--- config.mk ---
export PLATFORM = sky130hd
export DESIGN_NAME = phase_sequence_timer
export DESIGN_NICKNAME = d
export VERILOG_FILES = /design/src/rtl/phase_sequence_timer.sv
export SDC_FILE = /design/constraint.sdc
export NUM_CORES = 1
export LEC_CHECK = 0
export ABC_AREA = 1
export BUFFER_PORTS_ARGS = -buffer_cell sky130_fd_sc_hd__buf_2
export CAP_MARGIN = 30
export CORE_AREA = 5 5 42 44
export CTS_BUF_LIST = sky130_fd_sc_hd__clkbuf_4
export CTS_CLUSTER_DIAMETER = 40
export CTS_CLUSTER_SIZE = 25
export DETAILED_ROUTE_END_ITERATION = 10
export DIE_AREA = 0 0 47 49
export GPL_ROUTABILITY_DRIVEN = 0
export PLACE_DENSITY = 0.81
export SETUP_SLACK_MARGIN = 0.02
export SLEW_MARGIN = 20
export SYNTH_ARGS = -nofsm -noshare
export SYNTH_HDL_FRONTEND = slang
export SYNTH_SLANG_ARGS = --single-unit
--- constraint.sdc ---
create_clock -name clk -period 3.9 [get_ports clk]
set_input_delay 0.39 -clock clk [delete_from_list [all_inputs] [get_ports clk]]
set_output_delay 0.39 -clock clk [all_outputs]
set_load 0.02 [all_outputs]
--- src/rtl/phase_sequence_timer.sv ---
`default_nettype none
// ============================================================================
// Module      : phase_sequence_timer
// Description : Multi-phase down-counting timer with tick enable, pause,
//               skip, start/stop control, optional one-shot mode and
//               phase/cycle completion pulses.
// Revision    : 1.0 - initial release
// ============================================================================
module phase_sequence_timer #(
  parameter int NUM_PHASES = 2,
  parameter int WIDTH      = 4,
  parameter int ONE_SHOT   = 0,
  parameter int PW         = $clog2(NUM_PHASES)
) (
  input  logic                        clk,
  input  logic                        reset,
  input  logic                        start,
  input  logic                        stop,
  input  logic                        pause,
  input  logic                        tick,
  input  logic                        skip,
  input  logic [NUM_PHASES*WIDTH-1:0] phase_len,
  output logic [WIDTH-1:0]            count,
  output logic [PW-1:0]               phase,
  output logic                        phase_done,
  output logic                        cycle_done,
  output logic                        running
);

  typedef enum logic [0:0] {
    ST_IDLE = 1'b0,
    ST_RUN  = 1'b1
  } state_t;

  localparam logic [PW-1:0] C_LAST_PHASE = PW'(NUM_PHASES - 1);

  state_t           r_state;
  state_t           w_state_nxt;
  logic [WIDTH-1:0] r_count;
  logic [WIDTH-1:0] w_count_nxt;
  logic [PW-1:0]    r_phase;
  logic [PW-1:0]    w_phase_nxt;
  logic [PW-1:0]    w_phase_inc;
  logic             r_phase_done;
  logic             w_phase_done_nxt;
  logic             r_cycle_done;
  logic             w_cycle_done_nxt;
  logic             w_eff_tick;
  logic             w_phase_end;
  logic [WIDTH-1:0] w_len [NUM_PHASES];

  generate
    for (genvar g = 0; g < NUM_PHASES; g++) begin : g_len
      assign w_len[g] = phase_len[g*WIDTH +: WIDTH];
    end
  endgenerate

  assign w_eff_tick  = tick & ~pause;
  // A phase ends on skip, or on an effective tick that finds the counter at zero
  assign w_phase_end = skip | (w_eff_tick & (r_count == '0));
  assign w_phase_inc = r_phase + 1'b1;

  always_ff @(posedge clk or negedge reset) begin
    if (!reset) begin
      r_state      <= ST_IDLE;
      r_count      <= '0;
      r_phase      <= '0;
      r_phase_done <= 1'b0;
      r_cycle_done <= 1'b0;
    end else begin
      r_state      <= w_state_nxt;
      r_count      <= w_count_nxt;
      r_phase      <= w_phase_nxt;
      r_phase_done <= w_phase_done_nxt;
      r_cycle_done <= w_cycle_done_nxt;
    end
  end

  always_comb begin
    w_state_nxt      = r_state;
    w_count_nxt      = r_count;
    w_phase_nxt      = r_phase;
    w_phase_done_nxt = 1'b0;
    w_cycle_done_nxt = 1'b0;
    case (r_state)
      ST_IDLE: begin
        if (!stop && start) begin
          w_state_nxt = ST_RUN;
          w_phase_nxt = '0;
          w_count_nxt = w_len[0];
        end
      end
      ST_RUN: begin
        if (stop) begin
          w_state_nxt = ST_IDLE;
          w_phase_nxt = '0;
          w_count_nxt = '0;
        end else if (start) begin
          w_phase_nxt = '0;
          w_count_nxt = w_len[0];
        end else if (w_phase_end) begin
          w_phase_done_nxt = 1'b1;
          if (r_phase == C_LAST_PHASE) begin
            w_cycle_done_nxt = 1'b1;
            w_phase_nxt      = '0;
            if (ONE_SHOT != 0) begin
              w_state_nxt = ST_IDLE;
              w_count_nxt = '0;
            end else begin
              w_count_nxt = w_len[0];
            end
          end else begin
            w_phase_nxt = w_phase_inc;
            w_count_nxt = w_len[w_phase_inc];
          end
        end else if (w_eff_tick) begin
          w_count_nxt = r_count - 1'b1;
        end
      end
      default: begin
        w_state_nxt = ST_IDLE;
        w_phase_nxt = '0;
        w_count_nxt = '0;
      end
    endcase
  end

  assign count      = r_count;
  assign phase      = r_phase;
  assign phase_done = r_phase_done;
  assign cycle_done = r_cycle_done;
  assign running    = (r_state == ST_RUN);

endmodule
`default_nettype wire

* Yosys cells after proc, flatten, opt, wreduce, memory -nomap -nowiden
Index checks and enable logic that the tools add are counted.
** Storage, ports and cells
- Register bits :: 8
- Input bits :: 15
- Output and inout port bits :: 8
- Word-level logic and storage cells :: 50
** Cells by class
- Add/sub/neg operators :: 2
- Order comparisons :: 1
- Eq/ne operators :: 3
- Mux-type cells :: 28
- Bitwise operators :: 6
- Reductions and logical operators :: 5
** Operators by type and width (count)
- $mux 4 :: 9
- $mux 1 :: 16
- $pmux 4 s2 :: 1
- $ne 5x3->1 const B :: 1
- $logic_not 4->1 :: 1
- $ne 4x3->1 const B :: 1
- $pmux 1 s2 :: 2
- $reduce_and 2->1 :: 2
- $sub 4x1->4 const B :: 1
- $and 1x1->1 :: 2
- $ge 2x2->1 const B :: 1
- $ne 2x2->1 const B :: 1
- $not 1->1 :: 2
- $not 1->2 :: 1
- $add 1x1->1 const B :: 1
- $logic_and 1x1->1 :: 1
- $logic_not 1->1 :: 1
- $or 1x1->1 :: 1

* Longest topological paths before layout
Gate-level depths: netlist (run 1).
- Word-level depth :: 10
- Mapped depth :: 10
- Mapped depth without buffers :: 10

* Worst setup path after synthesis (run 1)
No wires, ideal clock.
- Path type :: flip-flop to flip-flop
- Start :: reg r_count[0] (netlist: count[0])
- End :: reg r_count[3] (netlist: count[3])
- Setup time :: 0.120 ns
- Arrival :: 1.338 ns
- Data required time :: 3.780 ns
- Setup slack :: 2.442 ns
- Cell stages (with the launch flop) :: 11
- Path buffers :: 0
- Clock period less this slack :: 1.458 ns
- Cell sequence :: dfrtp_1 -> inv_1 -> ha_1 -> nand3_2 -> nand2_4 -> inv_2 -> nand2_1 -> nand2_2 -> inv_4 -> nor2_1 -> a21oi_2
** Between the ends
- Word-level cells in the longest chain between the ends :: 7
- Elaborated cells on any way between the ends :: 11
- Those cells by class :: 1 x add/sub; 1 x eq/ne; 5 x mux; 2 x bitwise; 2 x reduce/logical
** Ends and longest elaborated chain
- start: declaration :: line 39 : logic [WIDTH-1:0] r_count;
- start signal: assignment :: line 72 : r_count <= w_count_nxt;
- parallel branches: the longest is 7 deep, another holds $sub 4x1->4
Parallel ways; which one is timed is not known. The select of a mux whose other input is x is not followed.
A chain may end at the register's enable or synchronous reset.

* Worst setup path after layout (run 1)
Same ends and word-level chain as after synthesis.

==> flow_summary.ini, run 1 <==
[outcome]
status = finished, final reports clean

[critical_path]
path_buf_inv = 3
crit_type = flip-flop to flip-flop
critPathRequiredTime_ps = 4040
r2r_end = count[3]
end_kind = flip-flop
cp_slowest_stage_delay_ps = 400
crit_chain = inv_1 > ha_1 > nand3_2 > nand2_4 > inv_2 > nand2_1 > nand2_2 > inv_4 > nor2_1 > a21oi_2
path_max_fanout = 5
reg2reg_slack_ps = 2450
r2r_cells = 10
cp_top_family = simple AND/OR/NAND/NOR gates
startpoint_type = flip-flop
reg2reg_from = count[0]
cp.depth = 10
worstPathArrival_ps = 1590
crit_start = count[0]
cp-endpoint = count[3]
critPathSlowestCell = dfrtp_1

[grt]
grt_pass1_vias = 614
grt_pass1_wl_mm = 2.36
antenna_found_initial = 0
grt-busiest-layer = met2
grt.overflow.total = 0
use_met3 = 0.0332
grt_use_met1 = 0.172
track_usage = 0.139
grt_max_degree = 10
grtUsageMet2 = 0.217

[sta]
fin_crit_ps = 1450
max_freq_ghz = 0.689
skew_ps = 3.57
finalCritPeriodShare = 0.372
setup_violations = 0
tightest_slew_ps = 260
rsz0062_at_grt = no
fin_setup_tns_ps = 0
maxSlewViolCount = 0
hold_viol_final = 0
relSlewSlack = 0.826

[clock_network]
cts_max_level = 1
clk_pin_slew_worst_paths_ps = 50
cts_root_buffer = clkbuf_4
clockBufferDepth = 2
numClockSinks = 8
cts-buffers-inserted = 3
post_cts_buffers = 0
holdBufCountCts = 1
cts_tree = yes
clkLatencyLatePin_ps = 260
cts_resized = 0

[route]
wl_mm = 1.43
ant_nets = 0
drtPass1Iterations = 4
drc = 0
vias_per_cell = 4.76
drt_iter0_markers = 5
vias = 624
wire_per_inst_um = 10.9

[placement]
io_buffers = 22
dp_hpwl_mm = 1.17

[layout]
synthToLayoutAreaGrowth_pct = 28.1
drive_above_1_share = 0.313
antenna_cells = 0
final_nets = 133
final_core_util = 0.529

[synth]
synthArstFlopShare = 1.00
synth_edf_count = 0
synth_seq_cells = 8
netlist_area_um2 = 578
syn_inst = 89
synthDistinctLibCells = 19
synth.most_common_cell = nand2_1
syn_nets = 105
ys_warn_count = 0
netlist_top_cells_count = nand2_1 (24), nor2_1 (17), inv_1 (14)
synth.area.top_cells = dfrtp_1 (35%), nand2_1 (16%), nor2_1 (11%)
seq_area_frac_synth = 0.346
syn_area_per_cell_um2 = 6.49
synth.top_cell.area_share = 0.346
yosys.area.top_type = dfrtp_1
synth-main-ff-cell = dfrtp_1

[floorplanning]
die_x_um = 47
initial_core_util = 0.412
ios = 23
die_area_um2 = 2300
fp-row-count = 14
core_area_um2 = 1400
die_y_um = 49

[power]
power_density_nw_per_um2 = 351
power.internal_mw = 0.163
total_power_mw = 0.260
switching_power_mw = 0.0973
pwr-share-clk = 0.250
combinationalPowerShare = 0.348
p_leak_nw = 0.433
switching_share = 0.374
vdd_drop_max_v = 0.000184
seqPwrFrac = 0.402

[flow_run]
max-cap-violations = 0

[min_path]
hold_class = input pin to flip-flop
-- state kept, by name, indices dropped and copies added (netlist names) --
name	cells
count	4
cycle_done	1
phase	1
phase_done	1
running	1
-- worst min path at each step --
stage,from,end,cells after the start
5_1_grt,stop,running,4
3_5_place_dp,reset,phase_done,1
3_3_place_gp,reset,phase_done,1
4_1_cts,stop,running,4
6_report,stop,running,4
2_1_floorplan,reset,count[0],0
-- layout by cell type (no fill, tap or decap) --
cell,count
a21oi_2,2
buf_2,22
clkbuf_4,3
dfrtp_1,8
dlygate4sd3_1,1
ha_1,1
inv_1,14
inv_2,2
inv_4,1
nand2_1,24
nand2_2,1
nand2_4,1
nand3_1,6
nand3_2,1
nand3b_1,1
nand4_1,1
nor2_1,17
nor2_2,3
nor3_1,1
o21ai_0,2
o21ai_1,1
xor2_1,2
-- routing by layer --
layer,routed length (um),up-vias,share of wire
met2,660,25,0.46
met1,625,271,0.44
met3,117,5,0.082
met5,0,-,0
li1,-,323,-
met4,27,0,0.019
-- layout make-up --
cell class	instances	area, um2
clock buffer	3	22.5
sequential	8	200
tap	16	20.0
inverter	17	66.3
multi-input combinational	64	312
timing repair buffer	23	120
fill	149	661
-- kinds of logic after synthesis --
family	Yosys count	synth area share
DFF	8	0.346
and+or+nand+nor	56	0.431
adders and majority gates	1	0.0216
AOI/OAI and AO/OA	5	0.0563
xor gates and xnor gates	2	0.0303
buffers and inverters	17	0.115
-- worst min-delay path: stages --
cell and delay [ps]:
buf_2 90, nor2_1 60, inv_1 60, nand2_1 50
-- per-stage QoR --
| step | setup slack [ps] | instances | hold WS [ps] | cell area, um2 |
|---|---|---|---|---|
| finish | 2450 | 131 | 435 | 741 |
| global route | 2340 | 131 | 445 | 741 |
| CTS | 2450 | 131 | 426 | 741 |
| detailed placement | 2460 | 127 | 246 | 708 |
| global placement | 2520 | 127 | 245 | 708 |
| floorplan | 2440 | 89 | 94.4 | 578 |
-- power by group through the flow --
stage | clock network (mW) | logic [mW] | registers [mW]
2_1_floorplan | 0 | 0.0495 | 0.116
3_3_place_gp | 0 | 0.0888 | 0.105
3_5_place_dp | 0 | 0.0899 | 0.106
4_1_cts | 0.0670 | 0.0912 | 0.105
5_1_grt | 0.0710 | 0.102 | 0.106
6_report | 0.0651 | 0.0906 | 0.105
No activity file was read; power rests on OpenSTA's default activity.
==> run 2, diff against run 1 <==
- clock period: 3.9 -> 1.35 ns (I/O delays scaled with it)
==> run 2 against run 1 <==
- sequential power rose to 2.8 times the previous value
- critical path depth did not move
- non-clock buffer count rose by 8
- combinational power rose to 4.2 times the previous value
- worst hold slack got worse by 280 ps
- fmax rose by 9.0%
- die area did not move
- register-to-register slack got worse by 2400 ps
- critical path type unchanged
- total power rose to 3.4 times the previous value
- final area rose by 18%
- clock power rose to 3.1 times the previous value
==> flow_summary.ini, run 2 (synthesis results as in run 1) <==
[route]
wire_per_inst_um = 11.8
vias_per_cell = 4.76
drtPass1Iterations = 4
ant_nets = 0
vias = 662
drt_iter0_markers = 29
drc = 0
wl_mm = 1.64

[placement]
place_ws_ps = -20.3
io_buffers = 22
dp_hpwl_mm = 1.18
placed_cells = 131

[clock_network]
cts_max_level = 1
clk_pin_slew_worst_paths_ps = 60
clkLatencyLatePin_ps = 270
numClockSinks = 8
cts-buffers-inserted = 3
cts_root_buffer = clkbuf_4
clockBufferDepth = 2
cts_tree = yes

[sta]
finalCritPeriodShare = 0.985
fin_crit_ps = 1330
setup_violations = 0
maxSlewViolCount = 0
tightest_slew_ps = 291
hold_viol_final = 0
fin_setup_tns_ps = 0
rsz0062_at_grt = yes
hold_slack_ps = 157
setup_ws_ps = 19.6
max_freq_ghz = 0.752
relSlewSlack = 0.806
skew_ps = 9.53

[critical_path]
worstPathArrival_ps = 1510
path_buf_inv = 3
crit_start = count[1]
critPathSlowestCell = dfrtp_2
r2r_end = count[1]
path_max_fanout = 5
r2r_cells = 10
end_kind = flip-flop
cp_top_family = flip-flops
path_common_cell = nand2_4
startpoint_type = flip-flop
reg2reg_from = count[1]
cp_slowest_stage_delay_ps = 410
crit_type = flip-flop to flip-flop
critPathRequiredTime_ps = 1530
crit_chain = inv_2 > ha_4 > nand3_4 > nand2_4 > inv_4 > nand2_4 > nand2_4 > inv_4 > nand2_2 > o21ai_1
reg2reg_slack_ps = 20

[power]
power_density_nw_per_um2 = 998
switching_share = 0.386
switching_power_mw = 0.338
power.internal_mw = 0.537
seqPwrFrac = 0.336
pwr-share-clk = 0.227
vdd_drop_max_v = 0.000480
p_leak_nw = 0.486
combinationalPowerShare = 0.437

[grt]
antenna_found_initial = 0
grt_pass1_vias = 658
track_usage = 0.142
grt_max_degree = 10
grt_pass1_wl_mm = 2.47
grt.overflow.total = 0

[layout]
stdcell_count = 139
drive_above_1_share = 0.496
final_nets = 141
final_cell_mix = buf_2 (22), nand2_1 (19), nor2_1 (13)
largest_reg_flops = 4
final_core_util = 0.626
final_common_cell = buf_2
synthToLayoutAreaGrowth_pct = 51.7
antenna_cells = 0

[min_path]
min_from = stop
holdPathStages = 4
whs_endpoint = running
hold_class = input pin to flip-flop

[floorplanning]
fp-row-count = 14
initial_core_util = 0.412
die_y_um = 49
ios = 23
core_area_um2 = 1400
die_area_um2 = 2300
die_x_um = 47

[flow_run]
max-cap-violations = 0

[outcome]
status = finished, final reports clean
run 2: worst max path at each step:
stage	slack (ps)	end	depth (start not counted)
final	20	count[1]	10
after global routing	-40	count[1]	10
after CTS	30	count[1]	10
after detailed placement	-20	count[1]	10
after global placement	50	count[1]	10
after floorplan	20	count[3]	10
run 2: power groups by stage:
| stage | Combinational, mW | Clock [mW] | Sequential (mW) |
|---|---|---|---|
| after floorplan | 0.160 | 0 | 0.340 |
| after global placement | 0.315 | 0 | 0.296 |
| after detailed placement | 0.319 | 0 | 0.298 |
| after CTS | 0.353 | 0.196 | 0.294 |
| after global routing | 0.414 | 0.202 | 0.297 |
| final | 0.382 | 0.199 | 0.294 |
run 2: area by class of cell:
class	instances	area, um2
repair buffers	31	184
clock buffers	3	22.5
flip-flops and latches	8	203
fillers	125	524
inverters	17	68.8
well taps	16	20.0
multi-input cells	64	379
run 2: timing repair:
action,CTS,global route
setup endpoints to repair,4,4
hold buffers,1,0
hold endpoints to repair,8,0
resized for setup,1,11
gates cloned,0,0
pin swaps,3,6
buffers inserted,3,1
run 2: worst register-to-register path, cell delays in order, from the launching register on:
cell and delay (ps):
dfrtp_2 410, inv_2 80, ha_4 150, nand3_4 70, nand2_4 120, inv_4 60, nand2_4 60, nand2_4 80
inv_4 90, nand2_2 50, o21ai_1 80
run 2: stage by stage:
step / area, um2 / power [mW]
finish: 877 / 0.875
global route: 877 / 0.913
CTS: 828 / 0.842
detailed placement: 766 / 0.618
global placement: 766 / 0.611
floorplan: 606 / 0.500
run 2: metal layers:
| metal | up-vias | GRT usage | wire [um] |
|---|---|---|---|
| met2 | 25 | 0.235 | 887 |
| met3 | 3 | 0.0369 | 94 |
| met4 | 0 | 0.0645 | 21 |
| met5 | - | 0 | 0 |
| li1 | 340 | - | - |
| met1 | 294 | 0.162 | 640 |
